<file path="config.mk">
export PLATFORM = sky130hd
export DESIGN_NAME = spi_flash_id_responder
export DESIGN_NICKNAME = d
export VERILOG_FILES = /design/src/rtl/sync_2ff.sv /design/src/rtl/spi_flash_id_responder.sv
export SDC_FILE = /design/constraint.sdc
export NUM_CORES = 1
export LEC_CHECK = 0
export ABC_CLOCK_PERIOD_IN_PS = 5800
export CORE_MARGIN = 3
export CORE_UTILIZATION = 25
export CTS_CLUSTER_DIAMETER = 150
export DETAILED_ROUTE_END_ITERATION = 10
export REMOVE_ABC_BUFFERS = 1
export SETUP_SLACK_MARGIN = 0.3
export SLEW_MARGIN = 20
export SYNTH_ARGS = -nofsm -noshare
export SYNTH_HDL_FRONTEND = slang
export SYNTH_SLANG_ARGS = --single-unit
</file>
<file path="constraint.sdc">
create_clock -name clk -period 5.8 [get_ports clk]
set_clock_uncertainty 0.2 [all_clocks]
set_input_delay 1.16 -clock clk [delete_from_list [all_inputs] [get_ports clk]]
set_output_delay 1.16 -clock clk [all_outputs]
set_load 0.01 [all_outputs]
</file>
<file path="src/rtl/sync_2ff.sv">
// Two-flop synchronizer for bringing asynchronous inputs into the clk domain.
// Reset value is a parameter so each bit can settle to its idle level.
module sync_2ff #(
   parameter int              WIDTH     = 1,
   parameter logic [WIDTH-1:0] RESET_VAL = '0
) (
   input  logic             clk,
   input  logic             rstn,
   input  logic [WIDTH-1:0] d,
   output logic [WIDTH-1:0] q
);

   logic [WIDTH-1:0] meta;

   // NOTE: both stages reset to the idle level so no false edge is seen when reset is released.
   always_ff @(posedge clk or negedge rstn) begin
      if (!rstn) begin
         meta <= RESET_VAL;
         q    <= RESET_VAL;
      end else begin
         meta <= d;
         q    <= meta;
      end
   end

endmodule

</file>
<file path="src/rtl/spi_flash_id_responder.sv">
// SPI mode-0 responder answering the flash ID commands 0x90 and 0x9F,
// oversampling SS/SCK/MOSI on the system clock.
module spi_flash_id_responder #(
   parameter logic [7:0]  MANUF_ID  = 8'hEF,
   parameter logic [7:0]  DEVICE_ID = 8'h17,
   parameter logic [15:0] JEDEC_ID  = 16'h4018
) (
   input  logic       rstn,
   input  logic       clk,
   input  logic       spi_ss,
   input  logic       spi_sck,
   input  logic       spi_mosi,
   output logic       spi_miso,
   output logic       spi_miso_oe,
   output logic       cmd_valid,
   output logic [7:0] cmd,
   output logic       id_done
);

   localparam logic [7:0] CMD_READ_ID  = 8'h90;
   localparam logic [7:0] CMD_JEDEC_ID = 8'h9F;

   localparam logic [2:0] IDLE   = 3'd0;
   localparam logic [2:0] CMD    = 3'd1;
   localparam logic [2:0] ADDR   = 3'd2;
   localparam logic [2:0] DATA   = 3'd3;
   localparam logic [2:0] IGNORE = 3'd4;

   logic [2:0] sync_q;
   logic       ss_s, sck_s, mosi_s;

   sync_2ff #(
      .WIDTH     (3),
      .RESET_VAL (3'b100)
   ) u_sync (
      .clk  (clk),
      .rstn (rstn),
      .d    ({spi_ss, spi_sck, spi_mosi}),
      .q    (sync_q)
   );

   assign {ss_s, sck_s, mosi_s} = sync_q;

   logic       ss_d, sck_d;
   logic [1:0] warm;
   logic       armed;

   // A select that is already low when reset ends must not count as a falling edge.
   always_ff @(posedge clk or negedge rstn) begin
      if (!rstn) begin
         ss_d  <= 1'b1;
         sck_d <= 1'b0;
         warm  <= 2'd0;
         armed <= 1'b0;
      end else begin
         ss_d  <= ss_s;
         sck_d <= sck_s;
         if (warm != 2'd2) warm <= warm + 2'd1;
         if (warm == 2'd2 && ss_s) armed <= 1'b1;
      end
   end

   logic ss_fall, ss_rise, sck_rise, sck_fall;

   // SCK edges while the synchronized select is high, including one coinciding with its rise, are dropped.
   assign ss_fall  = armed & ss_d & ~ss_s;
   assign ss_rise  = ~ss_d & ss_s;
   assign sck_rise = ~sck_d & sck_s & ~ss_s;
   assign sck_fall = sck_d & ~sck_s & ~ss_s;

   function automatic logic [7:0] id_byte(input logic jedec_cmd, input logic [1:0] idx);
      logic [7:0] b;
      b = 8'hFF;
      if (jedec_cmd) begin
         case (idx)
            2'd0:    b = MANUF_ID;
            2'd1:    b = JEDEC_ID[15:8];
            2'd2:    b = JEDEC_ID[7:0];
            default: b = 8'hFF;
         endcase
      end else begin
         b = idx[0] ? DEVICE_ID : MANUF_ID;
      end
      return b;
   endfunction

   logic [2:0] state;
   logic [4:0] bit_cnt;
   logic [1:0] byte_idx;
   logic [6:0] rx_sh;
   logic [7:0] tx_sh;
   logic       miso_r;
   logic       jedec;

   logic [7:0] cmd_byte;
   logic [1:0] next_idx;
   logic [7:0] next_byte;

   // NOTE: every always_comb output gets a default first so no latch can be inferred.
   always_comb begin
      cmd_byte = {rx_sh, mosi_s};
      next_idx = 2'd0;
      if (jedec) next_idx = (byte_idx == 2'd3) ? 2'd3 : byte_idx + 2'd1;
      else       next_idx = {1'b0, ~byte_idx[0]};
      next_byte = id_byte(jedec, next_idx);
   end

   // NOTE: state is updated with non-blocking assignments so every flop samples pre-edge values.
   always_ff @(posedge clk or negedge rstn) begin
      if (!rstn) begin
         state     <= IDLE;
         bit_cnt   <= 5'd0;
         byte_idx  <= 2'd0;
         rx_sh     <= 7'd0;
         tx_sh     <= 8'd0;
         miso_r    <= 1'b1;
         jedec     <= 1'b0;
         cmd       <= 8'h00;
         cmd_valid <= 1'b0;
         id_done   <= 1'b0;
      end else begin
         cmd_valid <= 1'b0;
         id_done   <= 1'b0;
         if (ss_rise) begin
            state    <= IDLE;
            bit_cnt  <= 5'd0;
            byte_idx <= 2'd0;
            rx_sh    <= 7'd0;
            tx_sh    <= 8'd0;
            miso_r   <= 1'b1;
         end else begin
            case (state)
               IDLE: begin
                  if (ss_fall) begin
                     state   <= CMD;
                     bit_cnt <= 5'd0;
                     rx_sh   <= 7'd0;
                  end
               end
               CMD: begin
                  if (sck_rise) begin
                     rx_sh   <= cmd_byte[6:0];
                     bit_cnt <= bit_cnt + 5'd1;
                     if (bit_cnt == 5'd7) begin
                        cmd       <= cmd_byte;
                        cmd_valid <= 1'b1;
                        bit_cnt   <= 5'd0;
                        byte_idx  <= 2'd0;
                        jedec     <= (cmd_byte == CMD_JEDEC_ID);
                        if (cmd_byte == CMD_READ_ID) begin
                           state <= ADDR;
                        end else if (cmd_byte == CMD_JEDEC_ID) begin
                           state <= DATA;
                           tx_sh <= id_byte(1'b1, 2'd0);
                        end else begin
                           state <= IGNORE;
                        end
                     end
                  end
               end
               ADDR: begin
                  if (sck_rise) begin
                     bit_cnt <= bit_cnt + 5'd1;
                     if (bit_cnt == 5'd23) begin
                        state    <= DATA;
                        bit_cnt  <= 5'd0;
                        byte_idx <= 2'd0;
                        tx_sh    <= id_byte(jedec, 2'd0);
                     end
                  end
               end
               DATA: begin
                  // bit_cnt counts bits already driven in the current byte; at 8 the byte is complete.
                  if (sck_fall) begin
                     if (bit_cnt == 5'd8) begin
                        id_done  <= 1'b1;
                        byte_idx <= next_idx;
                        miso_r   <= next_byte[7];
                        tx_sh    <= {next_byte[6:0], 1'b0};
                        bit_cnt  <= 5'd1;
                     end else begin
                        miso_r  <= tx_sh[7];
                        tx_sh   <= {tx_sh[6:0], 1'b0};
                        bit_cnt <= bit_cnt + 5'd1;
                     end
                  end
               end
               IGNORE: begin
               end
               default: state <= IDLE;
            endcase
         end
      end
   end

   assign spi_miso_oe = (state == DATA) & ~ss_s;
   assign spi_miso    = spi_miso_oe ? miso_r : 1'b1;

endmodule

</file>
==> results summary <==
The worst pin sits at a relative slew slack of 45.4%. The overall die height came out at 104 µm. The internal power summed over all cells came out at 0.630 mW. The number of cells on the worst reg-to-reg path is 5.

The switching portion of total power came out at 30.1%. The synthesized design contains 0 enable-type register cells. The category of the most critical setup path is reg2out. The number of endpoints with negative hold slack in the final report is 0. The worst register-to-register path ends at tx_sh[1]$_DFFE_PN0P_. In this run, synthesis produced a sequential element count of 48.

The worst setup path is launched from a flip-flop. Summing the areas of all and, or, nand and nor instances in the mapped netlist gives 19.8% of the synthesized area. The post-CTS setup buffer count is 0. In the final routed layout, each cell accounts on average for 12.2 µm. The clock group share of total power came out at 29.1%. The number of buffers added to fix hold violations after cts is 0. The first-pass GRT wire length came out at 7640 µm. The utilization after layout is 30.2%. The number of global-route vias before repair is 1,542. The portion of the post-synthesis area used by sequential elements is 50.6%. The biggest area contributor in the post-synthesis netlist is dfrtp_1.

The distinct cell type count after synthesis came out at 49. The count of synthesis-stage warnings from yosys is 0. Across the run, the number of max-cap violations was 0. The share of flip-flops with an asynchronous set or reset after synthesis came out at 100%.

The worst register-to-register path begins at u_sync.q[2]$_DFF_PN1_. The width of the die is 104 µm. Compared with the post-synthesis result, the final layout area differs by 17.1%. The worst-case setup slack after placement is 2.77 ns. The clock sink count is 48. The post-synthesis adder-cell area fraction is 1.57%. The final count of negative-setup-slack endpoints is 0. The total iterations of the first detailed-routing run is 4. Summed over all nets, the half-perimeter wirelength after detailed placement is 3140 µm. The mapped netlist covers 0.00239 mm². The endpoint with the worst hold slack is u_sync.q[1]$_DFF_PN0_. Registers take 0.00121 mm². The post-synthesis average cell area came out at 10.6 µm². The share of total power dissipated in combinational logic is 24.9%.

CTS built an H-tree with a depth of 2. The number of vias in the routed layout is 1,712. For this run, the top clock speed supported by timing is 296 MHz. The fraction of the cycle the final worst path needs is 58.3%. The number of buffer and inverter stages on the critical path came out at 1.

The count of filler cells inserted in the layout is 970. The later pin in the worst-skew pair is clocked with a latency of 0.29 ns. The clock slew at the register clock pins of the worst setup and hold paths came out at 0.09 ns. By area, the combinational part of the netlist is dominated by simple AND/OR/NAND/NOR gates.

The setup total negative slack is 0 ns. The actual transition at the worst max-transition pin is 0.819 ns. Clock tree synthesis inserted a total of 5 buffers.

The floorplan row count came out at 35. The number of vias per cell after detailed routing came out at 4.63. The antenna diode count is 0. At the worst endpoint, the required time is 4.44 ns.

The number of placed instances with taps included came out at 362. Buffers placed on the I/O ports in this run total 16. The synthesized netlist devotes 14.7% of its cell area to compound gates.

For this block, the routed nets add up to 4520 µm of wire. The number of nets in the final layout came out at 248. STA classifies the critical path endpoint as an output port.

The initial antenna violation count is 0. Dividing total power by cell area gives a power density of 322 mW/mm². Cells with a size suffix above 1 make up 17.0% of the layout.

Post-CTS repair changed the size of 0 cells. The slowest stage of the critical path is the clkdlybuf4s50_1 cell. The initial cell density of the core came out at 25.8%. Clock tree synthesis selected as its root buffer the cell clkbuf_8. The CTS tree is yes. The final weighted congestion in routability-driven placement is 0.769. The min-delay analysis places its worst path in the category reg2reg. For this run, the leading register cell type out of synthesis is dfrtp_1. The core region is 0.00924 mm². The start point of the worst min-delay path is u_sync.meta[1]$_DFF_PN0_. The die covers 0.0108 mm². The minimum clock period after layout is 3.38 ns. The total global routing overflow is 0. Sequential cells account for 46.0% of the total power.

The global routing usage summed across all routing layers came out at 8.44%. The area of the multi-input gates came out at 0.00111 mm². After technology mapping, the gate count stands at 225. The xor/xnor cell area share of the yosys netlist is 0.367%. The analysis attributes to cell leakage a power of 1.12 nW. Counting instances, the worst hold path has a depth of 0. The multiplexer share of the synthesized area is 10.3%. The maximum clock insertion buffer count is 2. The critical path data arrival time is 2.02 ns.

The number of top-level pins came out at 17. The detailed-route DRC error count came out at 0. The flow ran to the end, and the final reports show no timing, DRC or antenna violations. The number of standard cells in the final layout excluding fillers came out at 370. The slack of the critical path is 2.42 ns. Across all register-to-register paths, the minimum setup slack is 3.04 ns. The share of synthesized area in the top cell type comes to 46.1%. Entering global routing, the biggest net connects 49 pins.

Once detail routing completed, the nets flagged for antenna violations numbered 0. Traced cell by cell, the critical path runs through nand2_1 > nor3_1 > clkdlybuf4s50_1. By area the synthesized netlist is led by dfrtp_1 46%, mux2_4 5.7%, nand2_1 4.9%.

The initial DRC count came out at 116. The largest vdd supply drop is 0.138 mV. Along the worst path, the maximum fanout reaches 14. For this run, the slowest stage of the critical path takes 0.61 ns. In this design, the largest share of critical-path delay is due to buffers and inverters. The final max-slew violation count is 0. The net switching power is 0.271 mW. Setup repair after global routing left no endpoint under its margin.
## state kept, by name, summed over array words and instances (netlist names)
signal,flops
jedec,1
sck_d,1
ss_d,1
cmd_valid,1
bit_cnt,5
miso_r,1
id_done,1
armed,1
cmd,8
state,3
u_sync.q,3
warm,2
u_sync.meta,3
tx_sh,8
rx_sh,7
byte_idx,2
## layer usage
metal  wire [µm]  GRT usage [%]  up-vias
li1            -              -      850
met1        2340           12.3      819
met2        1940           12.5       36
met3         195           2.43        7
met4          45           1.80        0
met5           0              0        -
## placed cells by master, fill, tap and decap left out, types with 7 or more instances in the layout
cell type        count
dfrtp_1             44
nand2_1             31
o21ai_0             21
clkdlybuf4s50_1     15
nor2_1              13
a21oi_1             10
mux2_2               9
mux2_4               9
nand2b_1             7
clkbuf_8             7
## power by group through the flow
stage | Sequential, mW | Clock, mW | Combinational [mW]
2_1_floorplan | 0.410 | 0 | 0.181
3_3_place_gp | 0.419 | 0 | 0.221
3_5_place_dp | 0.421 | 0 | 0.225
4_1_cts | 0.415 | 0.272 | 0.225
5_1_grt | 0.423 | 0.289 | 0.251
6_report | 0.415 | 0.262 | 0.224
## synthesized netlist by cell type, types with 2 or more instances
cell and number:
or4_1 3, nand3_1 6, nand4bb_1 3, nor3_1 6, a31oi_1 6, o211ai_1 3, nand2b_1 7, nand4b_1 2
dfrtp_1 44, mux2_2 9, inv_1 4, ha_1 3, nor2_1 13, dfstp_2 4, o21ai_0 21, mux2_4 9
a21oi_1 10, clkbuf_1 7, nand3b_1 4, nand2_1 31, a21o_1 2
## worst max-delay path by stage
stage / start / end / depth (start not counted)
3_3_place_gp: state[0]$_DFFE_PN0P_ / spi_miso_oe / 3
6_report: state[0]$_DFFE_PN0P_ / spi_miso_oe / 3
2_1_floorplan: state[0]$_DFFE_PN0P_ / spi_miso / 3
4_1_cts: state[0]$_DFFE_PN0P_ / spi_miso / 4
3_5_place_dp: state[0]$_DFFE_PN0P_ / spi_miso / 4
5_1_grt: state[0]$_DFFE_PN0P_ / spi_miso / 4
## through the flow
step | power (mW) | cell area, µm² | hold WS (ns)
floorplan | 0.591 | 2340 | 0.131
global placement | 0.640 | 2670 | 0.134
detailed placement | 0.645 | 2670 | 0.137
CTS | 0.912 | 2790 | 0.157
global route | 0.963 | 2790 | 0.165
finish | 0.901 | 2790 | 0.155
## cell type report
type / count / area share, %
inverters: 4 / 0.537
well taps: 129 / 5.78
multi-input cells: 163 / 39.9
flip-flops and latches: 48 / 43.2
clock inverters: 1 / 1.07
clock buffers: 7 / 3.45
repair buffers: 18 / 6.09
## cells by family after synthesis
group | Yosys count
adders and majority gates | 3
and+or+nand+nor | 87
buffers and inverters | 14
AOI/OAI and AO/OA | 53
muxes | 19
DFF | 48
xor gates and xnor gates | 1
No activity file was read; power rests on OpenSTA's default activity.
